**config.mk**
```make
export PLATFORM = sky130hd
export DESIGN_NAME = kick_check_sequencer
export DESIGN_NICKNAME = d
export VERILOG_FILES = /design/src/rtl/kick_check_sequencer.sv
export SDC_FILE = /design/constraint.sdc
export NUM_CORES = 1
export LEC_CHECK = 0
export ABC_AREA = 1
export CORE_MARGIN = 2
export CORE_UTILIZATION = 46
export DETAILED_ROUTE_END_ITERATION = 10
export HOLD_SLACK_MARGIN = 0.08
export PLACE_DENSITY = 0.78
export SLEW_MARGIN = 20
export SYNTH_ARGS = -nofsm -noshare
export SYNTH_HDL_FRONTEND = slang
export SYNTH_SLANG_ARGS = --single-unit
export TNS_END_PERCENT = 100
```
**constraint.sdc**
```tcl
create_clock -name clk -period 3.9 [get_ports clk]
set_input_delay 0.975 -clock clk [delete_from_list [all_inputs] [get_ports clk]]
set_output_delay 0.975 -clock clk [all_outputs]
set_load 0.05 [all_outputs]
```
**src/rtl/kick_check_sequencer.sv**
```systemverilog
// kick_check_sequencer: serial SRS wall-kick search through one shared collision probe port.
// Tile type 1 is the I piece; orientation encodes 0=spawn, 1=R, 2=180, 3=L.
module kick_check_sequencer #(
    parameter int TEST_POSITIONS = 5,
    parameter int CHECK_LAT      = 1
) (
    input  logic       clk,
    input  logic       rst_l,
    input  logic       req_valid,
    output logic       req_ready,
    input  logic       req_dir,
    input  logic [2:0] req_type,
    input  logic [1:0] req_orientation,
    input  logic [4:0] req_row,
    input  logic [4:0] req_col,
    input  logic       abort,
    output logic       probe_valid,
    output logic [4:0] probe_row,
    output logic [4:0] probe_col,
    output logic [2:0] probe_type,
    output logic [1:0] probe_orientation,
    input  logic       probe_blocked,
    output logic       rsp_valid,
    output logic       rsp_ok,
    output logic [4:0] rsp_row,
    output logic [4:0] rsp_col,
    output logic [2:0] rsp_kick_idx,
    output logic       busy
);
    localparam logic [2:0] TYPE_I = 3'd1;
    typedef enum logic [1:0] {IDLE, PROBE, WAIT, DONE} state_t;

    // The eight SRS tables pair up as negations of four base tables; sel = {base, negate}.
    // Offsets are {row, col} with rows growing downward.
    function automatic logic [9:0] kick_off(input logic is_i, input logic dir,
                                            input logic [1:0] orient, input logic [2:0] k);
        logic [1:0] sel;
        logic [9:0] o;
        sel = 2'b00;
        case ({is_i, dir, orient})
            4'b0000: sel = 2'b11;
            4'b0010: sel = 2'b01;
            4'b0011: sel = 2'b10;
            4'b0100: sel = 2'b01;
            4'b0110: sel = 2'b11;
            4'b0111: sel = 2'b10;
            4'b1000: sel = 2'b11;
            4'b1010: sel = 2'b10;
            4'b1011: sel = 2'b01;
            4'b1100: sel = 2'b01;
            4'b1101: sel = 2'b11;
            4'b1111: sel = 2'b10;
            default: sel = 2'b00;
        endcase
        o = '0;
        case ({is_i, sel[1], k})
            5'b00001: o = {5'(0), 5'(-1)};
            5'b00010: o = {5'(-1), 5'(-1)};
            5'b00011: o = {5'(2), 5'(0)};
            5'b00100: o = {5'(2), 5'(-1)};
            5'b01001: o = {5'(0), 5'(1)};
            5'b01010: o = {5'(-1), 5'(1)};
            5'b01011: o = {5'(2), 5'(0)};
            5'b01100: o = {5'(2), 5'(1)};
            5'b10001: o = {5'(0), 5'(-2)};
            5'b10010: o = {5'(0), 5'(1)};
            5'b10011: o = {5'(1), 5'(-2)};
            5'b10100: o = {5'(-2), 5'(1)};
            5'b11001: o = {5'(0), 5'(-1)};
            5'b11010: o = {5'(0), 5'(2)};
            5'b11011: o = {5'(-2), 5'(-1)};
            5'b11100: o = {5'(1), 5'(2)};
            default:  o = '0;
        endcase
        return sel[0] ? {5'(0) - o[9:5], 5'(0) - o[4:0]} : o;
    endfunction

    state_t     state_q, state_d;
    logic [2:0] k_q, k_d, cnt_q, cnt_d, type_q, type_d, rsp_idx_q, rsp_idx_d;
    logic [1:0] orient_q, orient_d;
    logic [4:0] row_q, row_d, col_q, col_d, rsp_row_q, rsp_row_d, rsp_col_q, rsp_col_d;
    logic       dir_q, dir_d, rsp_ok_q, rsp_ok_d;
    logic [9:0] off;
    logic [4:0] kick_row, kick_col;

    always_comb begin
        off       = kick_off(type_q == TYPE_I, dir_q, orient_q, k_q);
        kick_row  = row_q + off[9:5];
        kick_col  = col_q + off[4:0];
        state_d   = state_q;
        k_d       = k_q;
        cnt_d     = cnt_q;
        dir_d     = dir_q;
        type_d    = type_q;
        orient_d  = orient_q;
        row_d     = row_q;
        col_d     = col_q;
        rsp_ok_d  = rsp_ok_q;
        rsp_row_d = rsp_row_q;
        rsp_col_d = rsp_col_q;
        rsp_idx_d = rsp_idx_q;
        if (abort && state_q != IDLE) begin
            state_d = IDLE;
        end else begin
            case (state_q)
                IDLE: if (req_valid) begin
                    dir_d    = req_dir;
                    type_d   = req_type;
                    orient_d = req_orientation;
                    row_d    = req_row;
                    col_d    = req_col;
                    k_d      = '0;
                    state_d  = PROBE;
                end
                PROBE: begin
                    cnt_d   = 3'(CHECK_LAT - 1);
                    state_d = WAIT;
                end
                WAIT: if (cnt_q != '0) begin
                    cnt_d = cnt_q - 3'd1;
                end else if (!probe_blocked) begin
                    rsp_ok_d  = 1'b1;
                    rsp_row_d = kick_row;
                    rsp_col_d = kick_col;
                    rsp_idx_d = k_q;
                    state_d   = DONE;
                end else if (k_q == 3'(TEST_POSITIONS - 1)) begin
                    rsp_ok_d  = 1'b0;
                    rsp_row_d = row_q;
                    rsp_col_d = col_q;
                    rsp_idx_d = '0;
                    state_d   = DONE;
                end else begin
                    k_d     = k_q + 3'd1;
                    state_d = PROBE;
                end
                DONE: state_d = IDLE;
            endcase
        end
    end

    always_ff @(posedge clk or negedge rst_l) begin
        if (!rst_l) begin
            state_q   <= IDLE;
            k_q       <= '0;
            cnt_q     <= '0;
            dir_q     <= 1'b0;
            type_q    <= '0;
            orient_q  <= '0;
            row_q     <= '0;
            col_q     <= '0;
            rsp_ok_q  <= 1'b0;
            rsp_row_q <= '0;
            rsp_col_q <= '0;
            rsp_idx_q <= '0;
        end else begin
            state_q   <= state_d;
            k_q       <= k_d;
            cnt_q     <= cnt_d;
            dir_q     <= dir_d;
            type_q    <= type_d;
            orient_q  <= orient_d;
            row_q     <= row_d;
            col_q     <= col_d;
            rsp_ok_q  <= rsp_ok_d;
            rsp_row_q <= rsp_row_d;
            rsp_col_q <= rsp_col_d;
            rsp_idx_q <= rsp_idx_d;
        end
    end

    assign req_ready         = state_q == IDLE;
    assign busy              = state_q != IDLE;
    assign probe_valid       = state_q == PROBE;
    assign rsp_valid         = state_q == DONE;
    assign probe_row         = kick_row;
    assign probe_col         = kick_col;
    assign probe_type        = type_q;
    assign probe_orientation = orient_q;
    assign rsp_ok            = rsp_ok_q;
    assign rsp_row           = rsp_row_q;
    assign rsp_col           = rsp_col_q;
    assign rsp_kick_idx      = rsp_idx_q;
endmodule

```
=== Yosys cells after proc, flatten, opt, wreduce, memory -nomap -nowiden ===
Memories as Yosys holds them, arrays and structs flattened.
Index checks and enable logic that the tools add are counted.
Widths: inputs -> output; s select.

* Output and inout port bits: 33
* Memories kept: 2
* Bits in read-only memories: 352
* Input port bits: 21
* Register bits after elaboration: 38
* Logic and storage cells: 68

* Muxes and demuxes: 22
* Equal/unequal tests: 13
* Add/sub/neg operators: 6
* Reductions and logical operators: 11
* Bitwise operators: 2

{| class="wikitable"
|+ Memory list
! name !! words !! width !! read ports !! clocked after Yosys merged registers in !! wr ports !! line !! text
|-
| (name not given) || 32 || 10 || 1 || 0 || 0 || 56 || <nowiki>case ({is_i, sel[1], k})</nowiki>
|-
| (name not given) || 16 || 2 || 1 || 0 || 0 || 40 || <nowiki>case ({is_i, dir, orient})</nowiki>
|}

{| class="wikitable"
|+ Operators with widths
! kind !! number
|-
| $mux 3 || 7
|-
| $mux 5 || 4
|-
| $pmux 3 s2 || 2
|-
| $add 5x5->5 || 2
|-
| $mux 10 || 1
|-
| $mux 2 || 5
|-
| $ne 2x2->1 const B || 5
|-
| $sub 1x5->5 const A || 2
|-
| $pmux 2 s4 || 1
|-
| $reduce_and 3->1 || 2
|-
| $reduce_and 6->1 || 1
|-
| $reduce_bool 2->1 || 3
|-
| $eq 2x2->1 const B || 2
|-
| $reduce_and 4->1 || 1
|-
| $add 3x1->3 const B || 1
|-
| $eq 3x1->1 const B || 1
|-
| $eq 3x3->1 const B || 1
|-
| $ne 3x2->1 const B || 1
|-
| $ne 3x3->1 const B || 1
|-
| $reduce_bool 3->1 || 1
|-
| $sub 3x1->3 const B || 1
|-
| $eq 2x1->1 const B || 1
|-
| $logic_not 2->1 || 1
|-
| $mux 1 || 2
|-
| other kinds (4) || 5
|}

=== Longest topological paths before layout ===
Gate-level depths: netlist (run 1).
An unclocked memory read counts as a cell.

* Word-level depth: 7
* Depth in mapped cells: 26
* Depth with buffers taken out: 26

=== Worst setup path before layout (run 1) ===
No wires, ideal clock.

* Kind: reg2out
* Start: reg orient_q[0] (netlist: probe_orientation[0])
* End: out probe_col[3]
* Path buffers: 0
* Setup slack: -701 ps
* Cell stages (with the launch flop): 20
* Data required time: 2925 ps
* Data arrival time: 3626 ps
* Cells stage by stage: dfrtp_1 inv_1 ha_1 nand2_1 o21ai_1 nand2_1 nand2_2 o21ai_0 a31oi_1 inv_1 ha_1 inv_1 ha_1 nand2_1 nand2_1 inv_1 ha_1 a21oi_1 nand2_1 xor2_1

* Longest elaborated chain between the ends: 5

{| class="wikitable"
|+ Ends and longest elaborated chain
! item !! line !! text
|-
| from (decl) || 80 || <nowiki>logic [1:0] orient_q, orient_d;</nowiki>
|-
| from (signal assigned) || 162 || <nowiki>orient_q <= orient_d;</nowiki>
|-
| $mem_v2 16x2 (*) || - ||
|-
| $mem_v2 32x10 || - ||
|-
| $sub 1x5->5 || 75 || <nowiki>return sel[0] ? {5'(0) - o[9:5], 5'(0) - o[4:0]} : o;</nowiki>
|-
| $mux 10 (*) || 75 ||
|-
| $add 5x5->5 (*) || 89 || <nowiki>kick_col = col_q + off[4:0];</nowiki>
|-
| to (decl) || 19 || <nowiki>output logic [4:0] probe_col,</nowiki>
|}

Mark *: on every way between the ends. The rest lies on a longest branch, timed or not.

=== Worst setup path in the final report (run 1) ===
* Start: reg orient_q[1] (netlist: probe_orientation[1])
* End: out probe_row[4]

* Longest elaborated chain between the ends: 5

{| class="wikitable"
|+ Ends and longest elaborated chain
! item !! line !! text
|-
| $mem_v2 16x2 (*) || - ||
|-
| $mem_v2 32x10 || - ||
|-
| $sub 1x5->5 || 75 ||
|-
| $mux 10 (*) || 75 ||
|-
| $add 5x5->5 (*) || 88 || <nowiki>kick_row = row_q + off[9:5];</nowiki>
|-
| to (decl) || 18 || <nowiki>output logic [4:0] probe_row,</nowiki>
|}

Marks and branches as above.

==> results.tsv, run 1 <==
metric	value	unit
outcome	finished, violations left	
failing checks	negative setup slack	
Cell variety after synth	30	
Starting DRT DRC Count	169	
Via Count	2378	
Crit. End Element	primary output	
Setup CP Type	flip-flop to primary output	
Antenna Nets Post-Route	0	
Port Buf Inserts	53	
total gr overflow	0	
Seq/Total Area, Yosys	39.5	%
final setup vio count	7	
Row Count	26	
Finished Layout Cells	457	
antenna cells	0	
CTS tree	yes	
final worst setup slack	-487	ps
CP max FO	8	
Worst-path clk slew	80	ps
total of max-cap violations	0	
worst hold-check path type	flip-flop to flip-flop	
TritonCTS Sinks	38	
layout overhead on the synthesized area	61.1	%
Slowest-stage cell, CP	dfrtp_2	
crit-path cells	inv_2 > ha_4 > nand2_4 > buf_4 > buf_6 > buf_4 > o21ai_2 > nand2_2 > nand2_4 > clkinvlp_4 > buf_4 > a21oi_4 > ha_2 > a21oi_1 > nand2_2 > xor2_2 > nand2_1 > nand2_2 > clkinvlp_4 > buf_12	
initial core utilization	47.4	%
Place WS	-112	ps
R2R setup slack	480	ps
Worst Skew	6.89	ps
core area	5070	µm²
DPL Wire Length	4.18	mm
Max Clk Rate	228	MHz
H-tree depth	2	
CTS max path bufs	2	
fin crit share	112	%
RSZ-0062 raised after global routing	true	
DRT Wirelength	7.05	mm
post-synthesis cell area	2400	µm²
die area	5820	µm²
Total GRT Usage	22.3	%
Pre-antenna DRT Iters	4	
# hold bufs at CTS	0	
CP required	2920	ps
CP Launch Type	flip-flop	
layout cells sized above 1	37.5	%
Post-Syn Instances	290	
max-slew violations	0	
drt wl/cell	15.4	µm
WHS	491	ps
global-route wire length before repair	10.6	mm
largest net degree at the start of global routing	39	
placed insts	430	
Vert. Die Dim	76.3	µm
crit path DAT	3410	ps
root buf cell	clkbuf_8	
min Tclk post-route	4390	ps
Relative slew margins	40.3	%
worst skew pair latency	300	ps
DRC Markers	0	
Nets	432	
YS warnings	0	
Fin. Hold Viols	0	
CP peak stage delay	410	ps
measured slew at the worst slew-check pin	893	ps
Syn Nets	336	
Chip Width	76.3	µm
number of global-route vias before repair	2354	
initial antenna violation count	0	
total CTS buffers	5	
Avg Synthesized Cell Area	8.29	µm²
fin util	76.4	%
synthesized flop and latch total	38	
drt via density	5.20	
Top Ports	54	
final estimated routing congestion in global placement	0.816	
[Yosys cell counts]
cell,number,area [µm²]
a21boi_1,1,7.51
a21oi_1,21,105
a21oi_2,1,8.76
a31oi_1,7,43.8
buf_2,2,10.0
clkbuf_1,2,7.51
clkbuf_4,1,7.51
dfrtp_1,38,951
fa_1,2,40.0
ha_1,23,288
inv_1,32,120
inv_2,3,11.3
mux2_2,9,101
nand2_1,65,244
nand2_2,8,50.1
nand3_1,10,50.1
nand3b_1,1,7.51
nand4_1,1,6.26
nor2_1,25,93.8
nor3_1,2,10.0
nor3_4,1,16.3
nor4_2,1,12.5
o2111ai_1,1,8.76
o211ai_1,2,15.0
o211ai_2,1,12.5
o21ai_0,17,85.1
o21ai_1,4,20.0
or2_1,1,6.26
or2_2,2,12.5
xor2_1,6,52.6
[metrics by stage]
step                instance area [µm²]  setup TNS [ps]
detailed placement                 3330            -172
finish                             3870           -2110
floorplan                          2500            -281
CTS                                3660           -1260
global placement                   3330           -23.5
global route                       3870           -3090
[timing repair]
| item | in CTS | in global routing |
|---|---|---|
| setup buffers | 12 | 10 |
| cloned | 0 | 0 |
| resized for setup | 36 | 36 |
| endpoints found under the setup margin | 7 | 9 |
| pin swaps | 35 | 23 |
| endpoints found under the hold margin | 0 | 0 |
[registers in the layout, summed over array words and instances (netlist names)]
name,count
state_q,2
cnt_q,3
rsp_row,5
probe_orientation,2
probe_type,3
rsp_ok,1
rsp_col,5
dir_q,1
col_q,5
k_q,3
rsp_kick_idx,3
row_q,5
[worst max-delay path, delay by kind of cell (launching register included)]
kind                       cells  cell delay (ps)
buffers and inverters          8             1130
and+or+nand+nor                6              540
adders and majority gates      2              510
DFF                            1              410
AOI/OAI and AO/OA              3              330
xor gates and xnor gates       1              160
[cell usage in the layout, fill, tap and decap left out, drive strengths merged]
| master | count |
|---|---|
| o211ai | 3 |
| nand4 | 1 |
| nand3b | 1 |
| xor2 | 6 |
| o21ai | 21 |
| a21boi | 1 |
| clkinvlp | 2 |
| clkinv | 1 |
| fa | 2 |
| a21oi | 22 |
| mux2 | 9 |
| o2111ai | 1 |
| a31oi | 7 |
| buf | 50 |
| nor4 | 1 |
| dlymetal6s2s | 1 |
| nand2 | 73 |
| nand3 | 10 |
| dlygate4sd2 | 1 |
| ha | 23 |
| dfrtp | 38 |
| clkdlybuf4s50 | 42 |
| clkbuf | 7 |
| or2 | 3 |
| nor3 | 3 |
| inv | 33 |
| nor2 | 25 |
[cell families after synthesis]
logic type	Yosys count	synth area share [%]
xor gates and xnor gates	6	2.19
adders and majority gates	25	13.6
muxes	9	4.21
and+or+nand+nor	117	21.2
DFF	38	39.5
AOI/OAI and AO/OA	55	12.7
buffers and inverters	40	6.50
[area by class of cell]
| cell class | instances | area [µm²] |
|---|---|---|
| Clock buffer | 7 | 86.3 |
| Clock inverter | 1 | 5.00 |
| Fill cell | 354 | 1200 |
| Inverter | 35 | 146 |
| Multi-Input combinational cell | 212 | 1660 |
| Sequential cell | 38 | 953 |
| Tap cell | 70 | 87.6 |
| Timing Repair Buffer | 94 | 937 |
[path summary, 6_finish.rpt]
check                                             to  depth (start not counted)            startpoint
worst max-delay path                    probe_row[4]                         20  probe_orientation[1]
worst min-delay path                      rsp_row[4]                          2            rsp_row[4]
worst max register to register            rsp_col[4]                         27  probe_orientation[1]
worst min register to register            rsp_row[4]                          2            rsp_row[4]
max in group asynchronous       probe_orientation[1]                          1                 rst_l
min in group asynchronous                 rsp_row[4]                          1                 rst_l
[per-layer routing]
metal	track usage [%]	wire (µm)	vias up
li1	-	-	1138
met1	26.9	2860	1148
met5	0	0	-
met3	3.55	336	18
met2	40.9	3680	74
met4	6.18	165	0
Power of run 1 is not shown: default switching activity piles up to over one toggle a cycle in this logic, so the estimate is an artifact.
==> run 2: changes to the inputs <==
- CORE_UTILIZATION: 46 -> 47
- CTS_BUF_LIST: default -> sky130_fd_sc_hd__clkbuf_2 sky130_fd_sc_hd__clkbuf_4 sky130_fd_sc_hd__clkbuf_8
- PLACE_DENSITY: 0.78 -> 0.79
==> run 2 against run 1 <==
The run still ends with negative setup slack left; maximum frequency down 1.1%; via count up 2.9%; design area grew 0.52%; clock-buffer cell count down 1; register-to-register slack improved by 40 ps; worst hold slack is essentially flat; final cell count did not move; global-route usage up 2.8 points; die area fell by 2.0%; non-clock buffer count unchanged; critical path type unchanged.
==> results.tsv, run 2 (synthesized netlist as in run 1, its figures left out) <==
metric	value	unit
hold depth	2	
largest net degree at the start of global routing	39	
Via Count	2446	
final worst setup slack	-537	ps
initial core utilization	48.0	%
min Tclk post-route	4440	ps
CP max FO	3	
total gr overflow	0	
Fin. Hold Viols	0	
layout overhead on the synthesized area	62.0	%
Row Count	26	
final setup vio count	6	
Top Ports	54	
DRT Wirelength	7.56	mm
die area	5700	µm²
CTS max path bufs	2	
H-tree depth	2	
Port Buf Inserts	53	
WHS	490	ps
R2R Path Start	k_q[0]	
Most common cell on crit path	nand2_2	
CP peak stage delay	360	ps
Starting DRT DRC Count	113	
crit path DAT	3460	ps
Worst-path clk slew	80	ps
Relative slew margins	34.0	%
max-slew violations	0	
Worst Skew	5.82	ps
Place WS	-164	ps
commonest non-fill, non-tap cells in the layout	nand2_1, clkdlybuf4s50_1, dfrtp_1, buf_4, nor2_1	
worst skew pair latency	300	ps
commonest non-fill, non-tap cell in the layout	nand2_1	
failing checks	negative setup slack	
R2R setup slack	520	ps
root buf cell	clkbuf_8	
CP Launch Type	flip-flop	
Max Clk Rate	225	MHz
crit-path cells	inv_1 > ha_1 > or2_1 > o21ai_1 > nand2_1 > nand4_1 > o21ai_2 > inv_2 > ha_4 > inv_2 > ha_4 > nand2_2 > nand2_2 > inv_4 > ha_4 > nand3_2 > nand2_2 > xor2_2 > nand3b_1 > nand2_2 > inv_4 > buf_12	
DPL Wire Length	4.23	mm
measured slew at the worst slew-check pin	987	ps
Total GRT Usage	25.0	%
number of global-route vias before repair	2315	
drt wl/cell	16.5	µm
CTS tree	yes	
CP required	2920	ps
Slowest-stage cell, CP	dfrtp_1	
FF-to-FF path depth	24	
RSZ-0062 raised after global routing	true	
worst r2r dst	rsp_col[3]	
Setup CP Type	flip-flop to primary output	
total CTS buffers	5	
met3 GRT Util	4.23	%
# hold bufs at CTS	0	
Nets	432	
Antenna Nets Post-Route	0	
global-route wire length before repair	10.7	mm
met2 Usage GRT	43.7	%
outcome	finished, violations left	
Vert. Die Dim	75.5	µm
Chip Width	75.5	µm
fin area	3890	µm²
total of max-cap violations	0	
final estimated routing congestion in global placement	0.959	
TritonCTS Sinks	38	
initial antenna violation count	0	
antenna cells	0	
met1 usage	30.4	%
WHS Endpoint	rsp_ok	
TNS Setup	-1950	ps
layout cells sized above 1	37.5	%
drt via density	5.35	
Crit. End Element	primary output	
dpl cell area	3340	µm²
most used routing layer	met2	
fin crit share	114	%
core area	5010	µm²
Pre-antenna DRT Iters	4	
DRC Markers	0	
worst hold start	rsp_ok	
worst hold-check path type	flip-flop to flip-flop	
-- run 2: cell types whose count changed in the layout (fill, tap and decap cells not counted), sizes merged --
cell / previous run / this run
bufinv: 0 / 2
clkbuf: 7 / 6
clkinv: 1 / 0
clkinvlp: 2 / 1
inv: 33 / 34
-- run 2: worst max-delay path by stage --
stage | startpoint | endpoint | slack, ps | cells past startpoint
after floorplan | probe_orientation[0] | probe_row[4] | -100 | 21
after global placement | probe_orientation[1] | probe_col[4] | -4 | 23
after detailed placement | probe_orientation[1] | probe_col[4] | -160 | 23
after CTS | probe_orientation[1] | probe_row[4] | -340 | 22
after global routing | probe_orientation[1] | probe_row[4] | -680 | 23
final | k_q[0] | probe_col[4] | -540 | 22
-- run 2: per-stage QoR --
| step | util, % | instances |
|---|---|---|
| after floorplan | - | 290 |
| after global placement | 66.8 | 432 |
| after detailed placement | 66.8 | 432 |
| after CTS | 73.7 | 449 |
| after global routing | 77.7 | 457 |
| final | 77.7 | 457 |
-- run 2: routing by layer --
metal  up-vias  share of wire (%)
li1       1144                  -
met3        35                5.2
met1      1167                 38
met5         -                  0
met4         0                4.6
met2       100                 52
-- run 2: repair_timing --
action | 4_1_cts | 5_1_grt
setup buffers | 9 | 8
endpoints found under the hold margin | 0 | 0
endpoints found under the setup margin | 7 | 9
pin swaps | 28 | 21
resized for setup | 32 | 34
-- run 2: critical path, delay by kind of cell (launching register included) --
family,cells,cell delay [ps]
DFF,1,360
AOI/OAI and AO/OA,2,190
buffers and inverters,6,410
xor gates and xnor gates,1,210
adders and majority gates,4,860
and+or+nand+nor,9,1130
-- run 2: area by class of cell --
type | instances | area [µm²]
Clock buffer | 6 | 82.6
Clock inverter | 2 | 60.1
Fill cell | 323 | 1110
Inverter | 35 | 140
Multi-Input combinational cell | 212 | 1640
Sequential cell | 38 | 953
Tap cell | 70 | 87.6
Timing Repair Buffer | 94 | 933
Power of run 2 is left out for the same reason.
==> run 3: changes to the inputs <==
- SLEW_MARGIN: 20 -> 15
==> results of run 3 <==
Final layout, timing and power as in run 2 (identical DEF).
Power of run 3 is left out for the same reason.
